File: src/rtl/emu_host_pkg.sv
// Shared types and defaults for the emulator host sequencer.
package emu_host_pkg;

  typedef enum logic [2:0] {
    ST_IDLE,
    ST_LOAD,
    ST_RUN_IN,
    ST_RUN_OUT,
    ST_DONE
  } seq_state_e;

  localparam logic SEQ_OP_LOAD = 1'b0;
  localparam logic SEQ_OP_RUN  = 1'b1;

  localparam int DEFAULT_DATA_W = 16;
  localparam int DEFAULT_CNT_W  = 16;

endpackage

File: src/rtl/emu_host_sequencer.sv
// Command-driven LOAD/RUN sequencer between host streams and the emulator io_host port.
// Optional stall counter built when EMU_SEQ_STALL_CNT_EN is defined.
module emu_host_sequencer
  import emu_host_pkg::*;
#(
  parameter int DATA_W = DEFAULT_DATA_W,
  parameter int CNT_W  = DEFAULT_CNT_W
) (
  input  logic                clock,
  input  logic                reset_n,
  input  logic                cmd_valid,
  output logic                cmd_ready,
  input  logic                cmd_op,
  input  logic [CNT_W-1:0]    cmd_arg,
  input  logic                abort,
  input  logic                src_valid,
  output logic                src_ready,
  input  logic [2*DATA_W-1:0] src_bits,
  output logic                insns_valid,
  input  logic                insns_ready,
  output logic [DATA_W-1:0]   insns_bits_0,
  output logic [DATA_W-1:0]   insns_bits_1,
  output logic                io_i_valid,
  input  logic                io_i_ready,
  output logic [DATA_W-1:0]   io_i_bits,
  input  logic                io_o_valid,
  output logic                io_o_ready,
  input  logic [DATA_W-1:0]   io_o_bits,
  output logic                sink_valid,
  input  logic                sink_ready,
  output logic [DATA_W-1:0]   sink_bits,
  output logic                busy,
  output logic                done,
  output logic [CNT_W-1:0]    beat_cnt,
  output logic [31:0]         stall_cycles
);

  seq_state_e       state, state_d;
  logic [CNT_W-1:0] target;
  logic [CNT_W-1:0] next_cnt;
  logic             accept;
  logic             cnt_inc;

  // beat_cnt never exceeds target-1 before the compare, so this cannot wrap
  assign next_cnt = beat_cnt + 1'b1;
  assign busy     = (state != ST_IDLE);

  always_ff @(posedge clock or negedge reset_n) begin
    if (!reset_n) begin
      state    <= ST_IDLE;
      target   <= '0;
      beat_cnt <= '0;
    end else begin
      state <= state_d;
      if (accept) begin
        target   <= cmd_arg;
        beat_cnt <= '0;
      end else if (cnt_inc) begin
        beat_cnt <= next_cnt;
      end
    end
  end

  always_comb begin
    state_d      = state;
    accept       = 1'b0;
    cnt_inc      = 1'b0;
    cmd_ready    = 1'b0;
    src_ready    = 1'b0;
    insns_valid  = 1'b0;
    insns_bits_0 = '0;
    insns_bits_1 = '0;
    io_i_valid   = 1'b0;
    io_i_bits    = '0;
    io_o_ready   = 1'b0;
    sink_valid   = 1'b0;
    sink_bits    = '0;
    done         = 1'b0;
    case (state)
      ST_IDLE: begin
        cmd_ready = 1'b1;
        if (cmd_valid) begin
          accept = 1'b1;
          if (cmd_arg == '0)             state_d = ST_DONE;
          else if (cmd_op == SEQ_OP_RUN) state_d = ST_RUN_IN;
          else                           state_d = ST_LOAD;
        end
      end
      ST_LOAD: begin
        insns_valid  = src_valid && !abort;
        src_ready    = insns_ready && !abort;
        insns_bits_0 = src_bits[DATA_W-1:0];
        insns_bits_1 = src_bits[2*DATA_W-1:DATA_W];
        if (abort) begin
          state_d = ST_IDLE;
        end else if (src_valid && insns_ready) begin
          cnt_inc = 1'b1;
          if (next_cnt == target) state_d = ST_DONE;
        end
      end
      ST_RUN_IN: begin
        io_i_valid = src_valid && !abort;
        src_ready  = io_i_ready && !abort;
        io_i_bits  = src_bits[DATA_W-1:0];
        if (abort)                         state_d = ST_IDLE;
        else if (src_valid && io_i_ready)  state_d = ST_RUN_OUT;
      end
      ST_RUN_OUT: begin
        sink_valid = io_o_valid && !abort;
        io_o_ready = sink_ready && !abort;
        sink_bits  = io_o_bits;
        if (abort) begin
          state_d = ST_IDLE;
        end else if (io_o_valid && sink_ready) begin
          cnt_inc = 1'b1;
          state_d = (next_cnt == target) ? ST_DONE : ST_RUN_IN;
        end
      end
      ST_DONE: begin
        done    = 1'b1;
        state_d = ST_IDLE;
      end
      default: state_d = ST_IDLE;
    endcase
  end

`ifdef EMU_SEQ_STALL_CNT_EN
  logic stall_now;

  // Emulator-side handshake of the active state offered but not taken
  assign stall_now = (insns_valid && !insns_ready) ||
                     (io_i_valid && !io_i_ready) ||
                     ((state == ST_RUN_OUT) && io_o_valid && !abort && !io_o_ready);

  always_ff @(posedge clock or negedge reset_n) begin
    if (!reset_n)                         stall_cycles <= '0;
    else if (accept)                      stall_cycles <= '0;
    else if (stall_now && stall_cycles != '1) stall_cycles <= stall_cycles + 1'b1;
  end
`else
  assign stall_cycles = '0;
`endif

endmodule

File: config.mk
export PLATFORM = sky130hd
export DESIGN_NAME = emu_host_sequencer
export DESIGN_NICKNAME = d
export VERILOG_FILES = /design/src/rtl/emu_host_pkg.sv /design/src/rtl/emu_host_sequencer.sv
export SDC_FILE = /design/constraint.sdc
export NUM_CORES = 1
export LEC_CHECK = 0
export BUFFER_PORTS_ARGS = -buffer_cell sky130_fd_sc_hd__buf_2
export CORE_MARGIN = 4
export CORE_UTILIZATION = 39
export CTS_BUF_LIST = sky130_fd_sc_hd__clkbuf_8 sky130_fd_sc_hd__clkbuf_16
export CTS_CLUSTER_SIZE = 12
export DETAILED_ROUTE_END_ITERATION = 12
export PLACE_DENSITY = 0.77
export SYNTH_ARGS = -nofsm -noshare
export SYNTH_HDL_FRONTEND = slang
export SYNTH_SLANG_ARGS = --single-unit
File: constraint.sdc
create_clock -name clock -period 2.38 [get_ports clock]
set_input_delay 0.476 -clock clock [delete_from_list [all_inputs] [get_ports clock]]
set_output_delay 0.476 -clock clock [all_outputs]
set_load 0.005 [all_outputs]
==> run_results.csv <==
group,metric,value,unit
clocking,clkLatencyLatePin,0.29,ns
critical_path,cp.required,2.56,ns
yosys,yosysSeqAreaShare,0.2901,
critical_path,crit_path_start_kind,"flop",
sta,maxSlewViolCount,0,
global_routing,grt_util_all_layers,0.1927,
sta,fin_skew,0.006801,ns
drt,dr.pass1.iters,5,
critical_path,critPathCaptureType,"flop",
sta,slew_headroom,0.4927,
floorplan,die_w,95.99,µm
yosys,synth_top_flop_cell,"dfrtp_1",
placement,dp_cells,604,
clocking,cts_max_level,2,
drt,drt-initial-drc-count,131,
drt,wl_per_cell,15.71,µm
yosys,syn-cell-area,0.003019,mm²
final_layout,final_core_util,0.5358,
clocking,cts_tree,"built",
clocking,numClockSinks,35,
yosys,avgSynthCellArea,8.433,µm²
drt,vias,3094,
sta,grt_setup_unrepaired,"no",
global_routing,antenna_found_initial,1,
yosys,post-synth-top-area-cell,"dfrtp_1",
power_and_ir_drop,max-vdd-ir-drop,0.0005220,V
sta,hold_viol,0,
power_and_ir_drop,p_leak,2.065,nW
critical_path,worstReg2RegEnd,"state[0]",
yosys,async_flop_share,1.000,
critical_path,worstReg2RegStart,"beat_cnt[1]",
floorplan,die_area,0.009213,mm²
clocking,cts.clk_slew.worst_paths,0.08,ns
min_path,hp-class,"input port to async pin",
clocking,cts_buffers,5,
floorplan,start_util,0.4097,
floorplan,num_rows,31,
yosys,synth_top_area_share,0.2901,
placement,gp_congestion,0.9195,
sta,fmaxAchievable,0.4425,GHz
placement,port_buffers,161,
critical_path,r2r_setup_slack,0.12,ns
clocking,root_buffer,"clkbuf_8",
critical_path,reg2reg_depth,7,
floorplan,die_h,95.99,µm
sta,tns,0,ns
drt,via_per_inst,5.047,
critical_path,cp_max_fo,8,
status,status,"finished, final reports clean",
yosys,synthDistinctLibCells,55,
global_routing,first_global_vias,2775,
final_layout,final_layout_size_suffix_gt1_frac,0.3938,
drt,drtAntennaViolNets,0,
yosys,synth_cells,358,
floorplan,core_area,0.007370,mm²
global_routing,grt_pass1_wl,13.96,mm
final_layout,layoutNonFillerInstCount,613,
yosys,yosysWarnings,0,
drt,drc,0,
job,drv_cap,0,
sta,period_share,0.9496,
critical_path,critPathKind,"flop to flop",
sta,tightest_slew,0.7609,ns
yosys,synthTopCellsByArea,"dfrtp_1 (29%), and2_1 (14%), buf_4 (8.0%)",
sta,finalSetupViolations,0,
drt,totalWireLength,9.632,mm
sta,period_minus_slack,2.260,ns
yosys,synth-seq-cells,35,
global_routing,grt_max_degree,36,
final_layout,nets,587,
critical_path,endpoint,"state[0]",
yosys,synth_edf_count,0,
placement,dpl_worst_slack,0.08200,ns
floorplan,pin_count,194,
sta,timing.hold.ws,0.2498,ns
power_and_ir_drop,power_per_cell_area,797.8,mW/mm²
clocking,cts_setup_buffers,0,
final_layout,area_delta_synth_final,30.79,%
clocking,clk_path_buf_depth,2,
global_routing,grt_overflow,0,
critical_path,cp_data_arrival_time,2.44,ns
sta,fin_ws,0.1200,ns
critical_path,crit_start,"beat_cnt[1]",
placement,hpwl,7.886,mm
-- final cells by class --
cell class	instances	area, µm²
Sequential cell	35	875.8
Antenna cell	1	2.502
Timing Repair Buffer	169	865.8
Tap cell	99	123.9
Clock buffer	5	68.82
Inverter	2	7.507
Multi-Input combinational cell	299	1937
Clock inverter	3	67.56
Fill cell	708	3421
-- power by group --
part / leakage [nW] / total (mW) / switching, mW / internal (mW)
Sequential: 0.450 / 0.916 / 0.157 / 0.759
Clock: 0.0644 / 0.652 / 0.235 / 0.418
Combinational: 1.55 / 1.58 / 0.796 / 0.786
-- metrics by stage --
stage	power [mW]	cell area, µm²
after CTS	3.160	3916
after detailed placement	2.502	3780
final	3.151	3949
after floorplan	1.926	3136
after global placement	2.464	3780
after global routing	3.389	3949
-- cell usage after synthesis, types with 3 or more instances --
| cell type | count |
|---|---|
| a21oi_1 | 11 |
| a31oi_1 | 5 |
| and2_1 | 67 |
| and3_1 | 4 |
| and3b_1 | 4 |
| and4_1 | 4 |
| buf_2 | 3 |
| buf_4 | 32 |
| buf_6 | 3 |
| clkbuf_1 | 14 |
| dfrtp_1 | 35 |
| mux2_1 | 7 |
| mux2_2 | 9 |
| nand2_1 | 20 |
| nand2b_1 | 5 |
| nand3_1 | 9 |
| nand4_1 | 6 |
| nor2_1 | 17 |
| nor3_1 | 4 |
| nor3b_1 | 4 |
| nor4_1 | 8 |
| o211ai_1 | 3 |
| o21ai_0 | 3 |
| o21ai_1 | 16 |
| o31ai_1 | 3 |
| o41ai_1 | 4 |
| xnor2_1 | 15 |
| xor2_1 | 9 |
-- registers in the layout, summed over array words and instances, names as in the netlist --
| name | cells |
|---|---|
| beat_cnt | 16 |
| target | 16 |
| state | 3 |
-- cell usage in the layout (no fill, tap or decap), drive strengths merged, types with 12 or more instances in the layout --
cell type / count
buf: 169
and2: 67
dfrtp: 35
conb: 32
nand2: 20
o21ai: 19
nor2: 17
mux2: 16
xnor2: 15
a21oi: 12
-- worst min-delay path by stage --
stage | end | depth (start not counted)
after floorplan | beat_cnt[0] | 0
after global placement | target[14] | 1
after detailed placement | beat_cnt[15] | 1
after CTS | beat_cnt[11] | 1
after global routing | beat_cnt[11] | 1
final | beat_cnt[11] | 1
-- critical path, cell delays in order, from the launching register on --
cell     delay (ns)
dfrtp_1        0.45
ha_2           0.25
and3_4         0.19
a22o_1         0.22
a311o_1        0.40
or3_1          0.39
nor4_2         0.15
a21oi_1        0.10
-- kinds of logic after synthesis --
logic type	share of synthesized area
flip-flops	0.2901
multiplexers	0.05968
XOR/XNOR	0.06963
adder cells (fa/ha/maj)	0.004144
buffers and inverters	0.1169
AND/OR/NAND/NOR	0.3357
AO/OA/AOI/OAI	0.1227
other	0.001242
-- timing repair --
action,4_1_cts,5_1_grt
setup endpoints to repair,0,19
hold buffers,0,0
gates resized for setup,0,6
-- metal layers --
layer  GRT usage  share of wire  up-vias
li1            -              -     1494
met5           0              0        -
met1      0.2322           0.38     1450
met2      0.3410           0.51      144
met3     0.04691           0.10        6
met4     0.04976         0.0079        0
(Power assumes the default switching activity.)
